--- src/rtl/uart_rx_buffer.sv ---
// UART 8N1 receiver: two-flop line synchronizer, mid-bit sampling FSM,
// and a first-word-fall-through receive FIFO drained by a pop strobe.
module uart_rx_buffer #(
  parameter int CLKS_PER_BIT = 434,
  parameter int FIFO_DEPTH   = 16,
  parameter int ADDR_W       = 4
) (
  input  logic              clk,
  input  logic              areset,
  input  logic              rx_serial,
  input  logic              rd_en,
  output logic [7:0]        rd_data,
  output logic              empty,
  output logic              full,
  output logic [ADDR_W:0]   count,
  output logic              frame_err,
  output logic              overrun
);

  localparam int CW = $clog2(CLKS_PER_BIT);
  localparam logic [CW-1:0] LAST = CW'(CLKS_PER_BIT - 1);
  localparam logic [CW-1:0] HALF = CW'((CLKS_PER_BIT - 1) / 2);
  localparam logic [ADDR_W:0] DEPTH = (ADDR_W + 1)'(FIFO_DEPTH);

  typedef enum logic [1:0] {
    IDLE,
    START,
    DATA,
    STOP
  } rxState_t;

  logic            rxMeta;
  logic            rxS;
  rxState_t        state;
  logic [CW-1:0]   cnt;
  logic [2:0]      idx;
  logic [7:0]      shiftReg;

  logic [7:0]        mem [FIFO_DEPTH];
  logic [ADDR_W-1:0] wrPtr;
  logic [ADDR_W-1:0] rdPtr;

  logic stopSample;
  logic pushReq;
  logic pop;
  logic pushOk;

  always_ff @(posedge clk or posedge areset) begin
    if (areset) begin
      rxMeta <= 1'b1;
      rxS    <= 1'b1;
    end else begin
      rxMeta <= rx_serial;
      rxS    <= rxMeta;
    end
  end

  always_ff @(posedge clk or posedge areset) begin
    if (areset) begin
      state     <= IDLE;
      cnt       <= '0;
      idx       <= '0;
      shiftReg  <= '0;
      frame_err <= 1'b0;
    end else begin
      frame_err <= 1'b0;
      unique case (state)
        IDLE: begin
          cnt <= '0;
          if (!rxS) state <= START;
        end
        START: begin
          // Confirm the start bit at its midpoint; a high line here is a glitch.
          if (cnt == HALF) begin
            cnt <= '0;
            idx <= '0;
            state <= rxS ? IDLE : DATA;
          end else begin
            cnt <= cnt + CW'(1);
          end
        end
        DATA: begin
          if (cnt == LAST) begin
            cnt <= '0;
            shiftReg[idx] <= rxS;
            idx <= idx + 3'd1;
            if (idx == 3'd7) state <= STOP;
          end else begin
            cnt <= cnt + CW'(1);
          end
        end
        STOP: begin
          if (cnt == LAST) begin
            cnt <= '0;
            frame_err <= ~rxS;
            state <= IDLE;
          end else begin
            cnt <= cnt + CW'(1);
          end
        end
        default: state <= IDLE;
      endcase
    end
  end

  assign stopSample = (state == STOP) && (cnt == LAST);
  assign pushReq    = stopSample && rxS;
  assign pop        = rd_en && !empty;
  // A pop in the same cycle frees the slot, so a full FIFO still accepts.
  assign pushOk     = pushReq && (!full || pop);

  always_ff @(posedge clk or posedge areset) begin
    if (areset) begin
      for (int i = 0; i < FIFO_DEPTH; i++) mem[i] <= '0;
      wrPtr   <= '0;
      rdPtr   <= '0;
      count   <= '0;
      overrun <= 1'b0;
    end else begin
      overrun <= pushReq && full && !pop;
      if (pushOk) begin
        mem[wrPtr] <= shiftReg;
        wrPtr <= wrPtr + ADDR_W'(1);
      end
      if (pop) rdPtr <= rdPtr + ADDR_W'(1);
      unique case ({pushOk, pop})
        2'b10:   count <= count + (ADDR_W + 1)'(1);
        2'b01:   count <= count - (ADDR_W + 1)'(1);
        default: count <= count;
      endcase
    end
  end

  assign rd_data = mem[rdPtr];
  assign empty   = (count == '0);
  assign full    = (count == DEPTH);

endmodule
--- config.mk ---
export PLATFORM = sky130hd
export DESIGN_NAME = uart_rx_buffer
export DESIGN_NICKNAME = d
export VERILOG_FILES = /design/src/rtl/uart_rx_buffer.sv
export SDC_FILE = /design/constraint.sdc
export NUM_CORES = 1
export LEC_CHECK = 0
export BUFFER_PORTS_ARGS = -buffer_cell sky130_fd_sc_hd__buf_4
export CAP_MARGIN = 20
export CORE_AREA = 5 5 117 119
export DETAILED_ROUTE_END_ITERATION = 7
export DIE_AREA = 0 0 122 124
export MAX_ROUTING_LAYER = met4
export PLACE_DENSITY_LB_ADDON = 0.12
export SLEW_MARGIN = 10
export SYNTH_ARGS = -nofsm -noshare
export SYNTH_HDL_FRONTEND = slang
export SYNTH_SLANG_ARGS = --single-unit
--- constraint.sdc ---
create_clock -name clk -period 8.5 [get_ports clk]
set_input_delay 1.7 -clock clk [delete_from_list [all_inputs] [get_ports clk]]
set_output_delay 1.7 -clock clk [all_outputs]
set_load 0.01 [all_outputs]
## Word level (Yosys, flattened, before mapping)

Cells that the tools add are included.

- Bits in registers: 167
- Bits of input ports: 4
- Output and inout port bits: 17
- Word-level logic and storage cells: 100

- Add/sub/neg operators: 6
- Order comparisons: 5
- Eq/ne operators: 14
- Mux-type cells: 25
- Bitwise operators: 3
- Reductions and logical operators: 20

Operators with widths:

| cell | number |
|---|---|
| 128-bit bitwise mux | 1 |
| 8-bit binary-select mux with 4-bit select | 1 |
| 8-bit demux with 4-bit select | 1 |
| 9-bit case mux with 3 select lines | 1 |
| 8-bit two-way mux | 3 |
| 9-bit two-way mux | 2 |
| 2-bit two-way mux | 6 |
| 5-bit greater-or-equal comparator, second input constant | 2 |
| 2-bit != test, second input constant | 5 |
| 4-bit NOT with 5-bit output | 2 |
| 5-bit case mux with 2 select lines | 1 |
| 9-bit by 1-bit adder with 9-bit output, second input constant | 1 |
| 9-bit by 8-bit equality test with 1-bit output, second input constant | 1 |
| 9-bit equality test, second input constant | 1 |
| 4-bit by 1-bit adder with 4-bit output, second input constant | 2 |
| 8-bit bitwise mux | 1 |
| 1-bit logical AND | 8 |
| 2-bit case mux with 4 select lines | 1 |
| 2-bit equality test, second input constant | 3 |
| 3-bit two-way mux | 2 |
| 3-bit case mux with 2 select lines | 1 |
| 5-bit by 1-bit adder with 5-bit output, second input constant | 1 |
| 5-bit equality test, second input constant | 1 |
| 5-bit zero test | 1 |
| 18 further kinds | 24 |

## Depth between registers and ports, before layout

- Depth after elaboration: 7
- Depth in mapped cells: 13
- Gate-level depth less buffers: 12

## Worst setup path after synthesis

OpenSTA, ideal clock, no wires.

- Path type: input port to flip-flop
- Start point: in rd_en
- End point: reg count[4]
- Setup time: 135 ps
- Data arrival time: 3515 ps
- Required time: 8365 ps
- Setup slack: 4850 ps
- Cell stages on the path: 11
- Path buffers: 1
- Path through: nor2b_1 -> nand2_1 -> nand4_1 -> ha_1 -> clkbuf_1 -> xor2_1 -> ha_1 -> or2_2 -> a31oi_1 -> o31ai_1 -> xor2_1

- Word-level cells in the longest chain between the ends: 5
- Elaborated cells on any way between the ends: 7
- Those cells by class: eq/ne (2); mux (1); reduce/logical (4)

Ends and longest elaborated chain:

| element | RTL line | text |
|---|---|---|
| start, declared | 11 | `input logic rd_en,` |
| 1-bit logical AND * | 108 | `assign pop = rd_en && !empty;` |
| 1-bit logical OR | 110 | `assign pushOk = pushReq && (!full \|\| pop);` |
| 1-bit logical AND | 110 |  |
| 2-bit by 1-bit equality test with 1-bit output or 2-bit equality test (tied branches) | 126 | `unique case ({pushOk, pop})` |
| 5-bit case mux with 2 select lines or 2-bit nonzero test (tied branches) | - |  |
| end signal, assigned | 127 | `2'b10: count <= count + (ADDR_W + 1)'(1);` |
| end signal, assigned | 128 | `2'b01: count <= count - (ADDR_W + 1)'(1);` |
| end signal, assigned | 129 | `default: count <= count;` |
| end, declared | 15 | `output logic [ADDR_W:0] count,` |

Every way passes the cells marked *; elsewhere a longest branch is shown, timed or not.
A chain may end at the register's enable or synchronous reset.

## Worst setup path after layout

- Start point: reg rdPtr[0]
- End point: out rd_data[0]

- Word-level cells in the longest chain between the ends: 4

Ends and longest elaborated chain:

| element | RTL line | text |
|---|---|---|
| start, declared | 41 | `logic [ADDR_W-1:0] rdPtr;` |
| start signal, assigned | 125 | `if (pop) rdPtr <= rdPtr + ADDR_W'(1);` |
| 4-bit NOT with 5-bit output (implied by the code) | 134 | `assign rd_data = mem[rdPtr];` |
| 8-bit binary-select mux with 4-bit select | 134 |  |
| 8-bit two-way mux (implied by the code) (2 in series) | 134 |  |
| end, declared | 12 | `output logic [7:0] rd_data,` |

No other way between the ends. The select of a mux whose other input is x is not followed.

==> impl_metrics.toml <==
[outcome]
outcome = "completed"

[floorplan]
die_h_um = 124
core.rowCount = 41
coreArea_mm2 = 0.0125
fp.dieW_um = 122
design.portCount = 21
dieArea_mm2 = 0.0151
start_util_pct = 63.8

[yosys]
yosys_warnings = 0
synthCells = 556
synthSimpleGateAreaFrac_pct = 8.74
synth-main-ff-cell = "dfrtp_1"
synth_compound_area_share_pct = 3.44
synthMuxAreaShare_pct = 29.0
synth_fa_ha_area_share_pct = 2.20
ys_ff_latch = 167
synth_top_family_by_area = "multiplexers"
avgSynthCellArea_um2 = 14.3
synth-seq-area-share_pct = 52.6
synthArstFlopShare_pct = 100
synth_fp_nets = 574
synth_xor_area_share_pct = 1.98
synth_cell_types = 50
synth_edf_count = 0
syn_area_mm2 = 0.00796

[global_routing]
grt_pass1_wl_mm = 27.0
met2_usage_pct = 40.5
grt-ovfl-total = 0
grt_pass1_vias = 5012
busiest_layer = "met2"
met1_usage_pct = 31.5
use_met3_pct = 5.09
grt_start_max_net_pins = 104
antenna_found_initial = 0
track_usage_pct = 24.5

[critical_path]
r2r_cells = 12
worstPathArrival_ns = 2.60
cp.required_ns = 6.80
max_stage_delay_ns = 0.57
start_kind = "flop"
cp.depth = 5
crit_buf_inv = 2
crit_path_end_kind = "output port"
critPathMostFrequentCell = "buf_4"
critPathKind = "reg2out"
regToRegSetupSlack_ns = 5.12
crit_family = "buffers and inverters"
crit_fanout = 28
crit_chain = "buf_4 -> mux4_2 -> a22oi_1 -> nand2_1 -> buf_4"
crit_slowest_cell = "mux4_2"

[cts]
clk-insertion-delay-late_ns = 0.43
cts_resized = 0
clkTransAtPathRegs_ns = 0.06
clock-sinks = 167
post-cts-setup-buffers = 0
cts_inserted_buffers = 17
cts_tree = "yes"
h-tree-depth = 4
holdBufCountCts = 0
root_buffer = "clkbuf_16"
clk_path_buf_depth = 2

[sta]
slew_headroom_pct = 36.5
fmax_mhz = 233
timing.final.crit_share_pct = 50.6
min_period_ns = 4.30
finalHoldViolCount = 0
setup_viol = 0
worst_pin_slew_ns = 0.953
finalSetupTns_ns = 0
finalClockSkew_ns = 0.00998
maxSlewViolCount = 0
rsz0062_at_grt = "no"

[route]
viasPerCell = 6.16
drt_iter0_drc = 356
via_count = 4625
drt-total-wl_mm = 16.0
drc = 0
ant_nets = 0
drtPass1Iterations = 4
avgRoutedWirePerCell_um = 21.3

[place]
postPlaceCellArea_mm2 = 0.00822
place.port_buffers = 20
gp_congestion = 0.828
hpwl_mm = 10.2

[cells_and_area]
area_growth_pct = 10.7
drive_gt1_share_pct = 40.1
nNetsFinal = 584
final_area_mm2 = 0.00881
layout_commonest_cell = "dfrtp_1"
fillers = 880
n_antenna_cell = 0
seqCellArea_mm2 = 0.00418
multiInputGateArea_mm2 = 0.00361
final_cell_mix = "164 x dfrtp_1, 132 x mux2_2, 32 x mux4_2, 24 x buf_4, 19 x nor2_1"

[min_path]
hold_path_depth = 0
hp-class = "reg2reg"

[flow_run]
cap_violations = 0

[pwr]
powerDensity_mw_per_mm2 = 179
power.leakage_nw = 4.28
peakVddDrop_mv = 0.144
## synthesized netlist by cell type, drive strengths merged, types with 3 or more instances
cell,instances,area (um^2)
a21oi,4,20.0
a22oi,16,120
buf,7,38.8
clkbuf,26,97.6
dfrtp,165,4130
ha,14,175
inv,7,26.3
mux2,139,1570
mux4,32,721
nand2,17,63.8
nand2b,3,18.8
nand3,17,85.1
nand4,5,31.3
nand4b,4,35.0
nor2,19,71.3
nor2b,3,18.8
nor3,16,193
nor4,3,25.0
o21ai,5,25.0
or3,3,18.8
xnor2,11,96.3
xor2,7,61.3
## metal layers
| layer | wire (um) | vias to the layer above |
|---|---|---|
| li1 | - | 2084 |
| met3 | 616 | 15 |
| met2 | 8380 | 84 |
| met5 | 0 | - |
| met4 | 185 | 0 |
| met1 | 6820 | 2442 |
## flip-flops by register name, summed over array words and instances, names as in the netlist, 3 cells and up, named ones only
name,cells
mem,128
cnt,9
count,5
idx,3
wrPtr,4
shiftReg,8
rdPtr,4
## power by group
| part | total (W) | switching [W] | leakage [nW] | internal [W] |
|---|---|---|---|---|
| Sequential | 0.000797 | 0.00000114 | 2.31 | 0.000796 |
| Clock | 0.000759 | 0.000286 | 0.283 | 0.000473 |
| Combinational | 0.0000182 | 0.0000164 | 1.69 | 0.00000177 |
## per-stage QoR
step	hold WS [ns]	instances	utilization, %	total power, W	worst slack (ns)
6_report	0.354	751	70.6	0.00157	4.20
3_5_place_dp	0.347	719	66.0	0.000831	4.58
3_3_place_gp	0.346	719	66.0	0.000830	4.61
5_1_grt	0.364	751	70.6	0.00163	4.04
4_1_cts	0.356	751	70.6	0.00159	4.13
2_1_floorplan	0.345	556	-	0.000824	2.28
## worst paths after layout
check | from | end
min reg2reg | rxMeta | rxS
max reg2reg | cnt[1] | count[4]
min | rxMeta | rxS
min in group asynchronous | areset | count[0]
max in group asynchronous | areset | rdPtr[0]
max | rdPtr[0] | rd_data[0]
## area by class of cell
type | count | area share, %
Clock buffer | 30 | 5.95
Clock inverter | 2 | 0.682
Inverter | 8 | 0.398
Multi-Input combinational cell | 348 | 41.0
Sequential cell | 167 | 47.5
Tap cell | 172 | 2.44
Timing Repair Buffer | 24 | 2.05
## logic make-up after synthesis
group,after synthesis
AOI/OAI and AO/OA,38
xor gates and xnor gates,18
adders and majority gates,14
buffers and inverters,41
DFF,167
muxes,173
and+or+nand+nor,105
(Power assumes the default switching activity.)
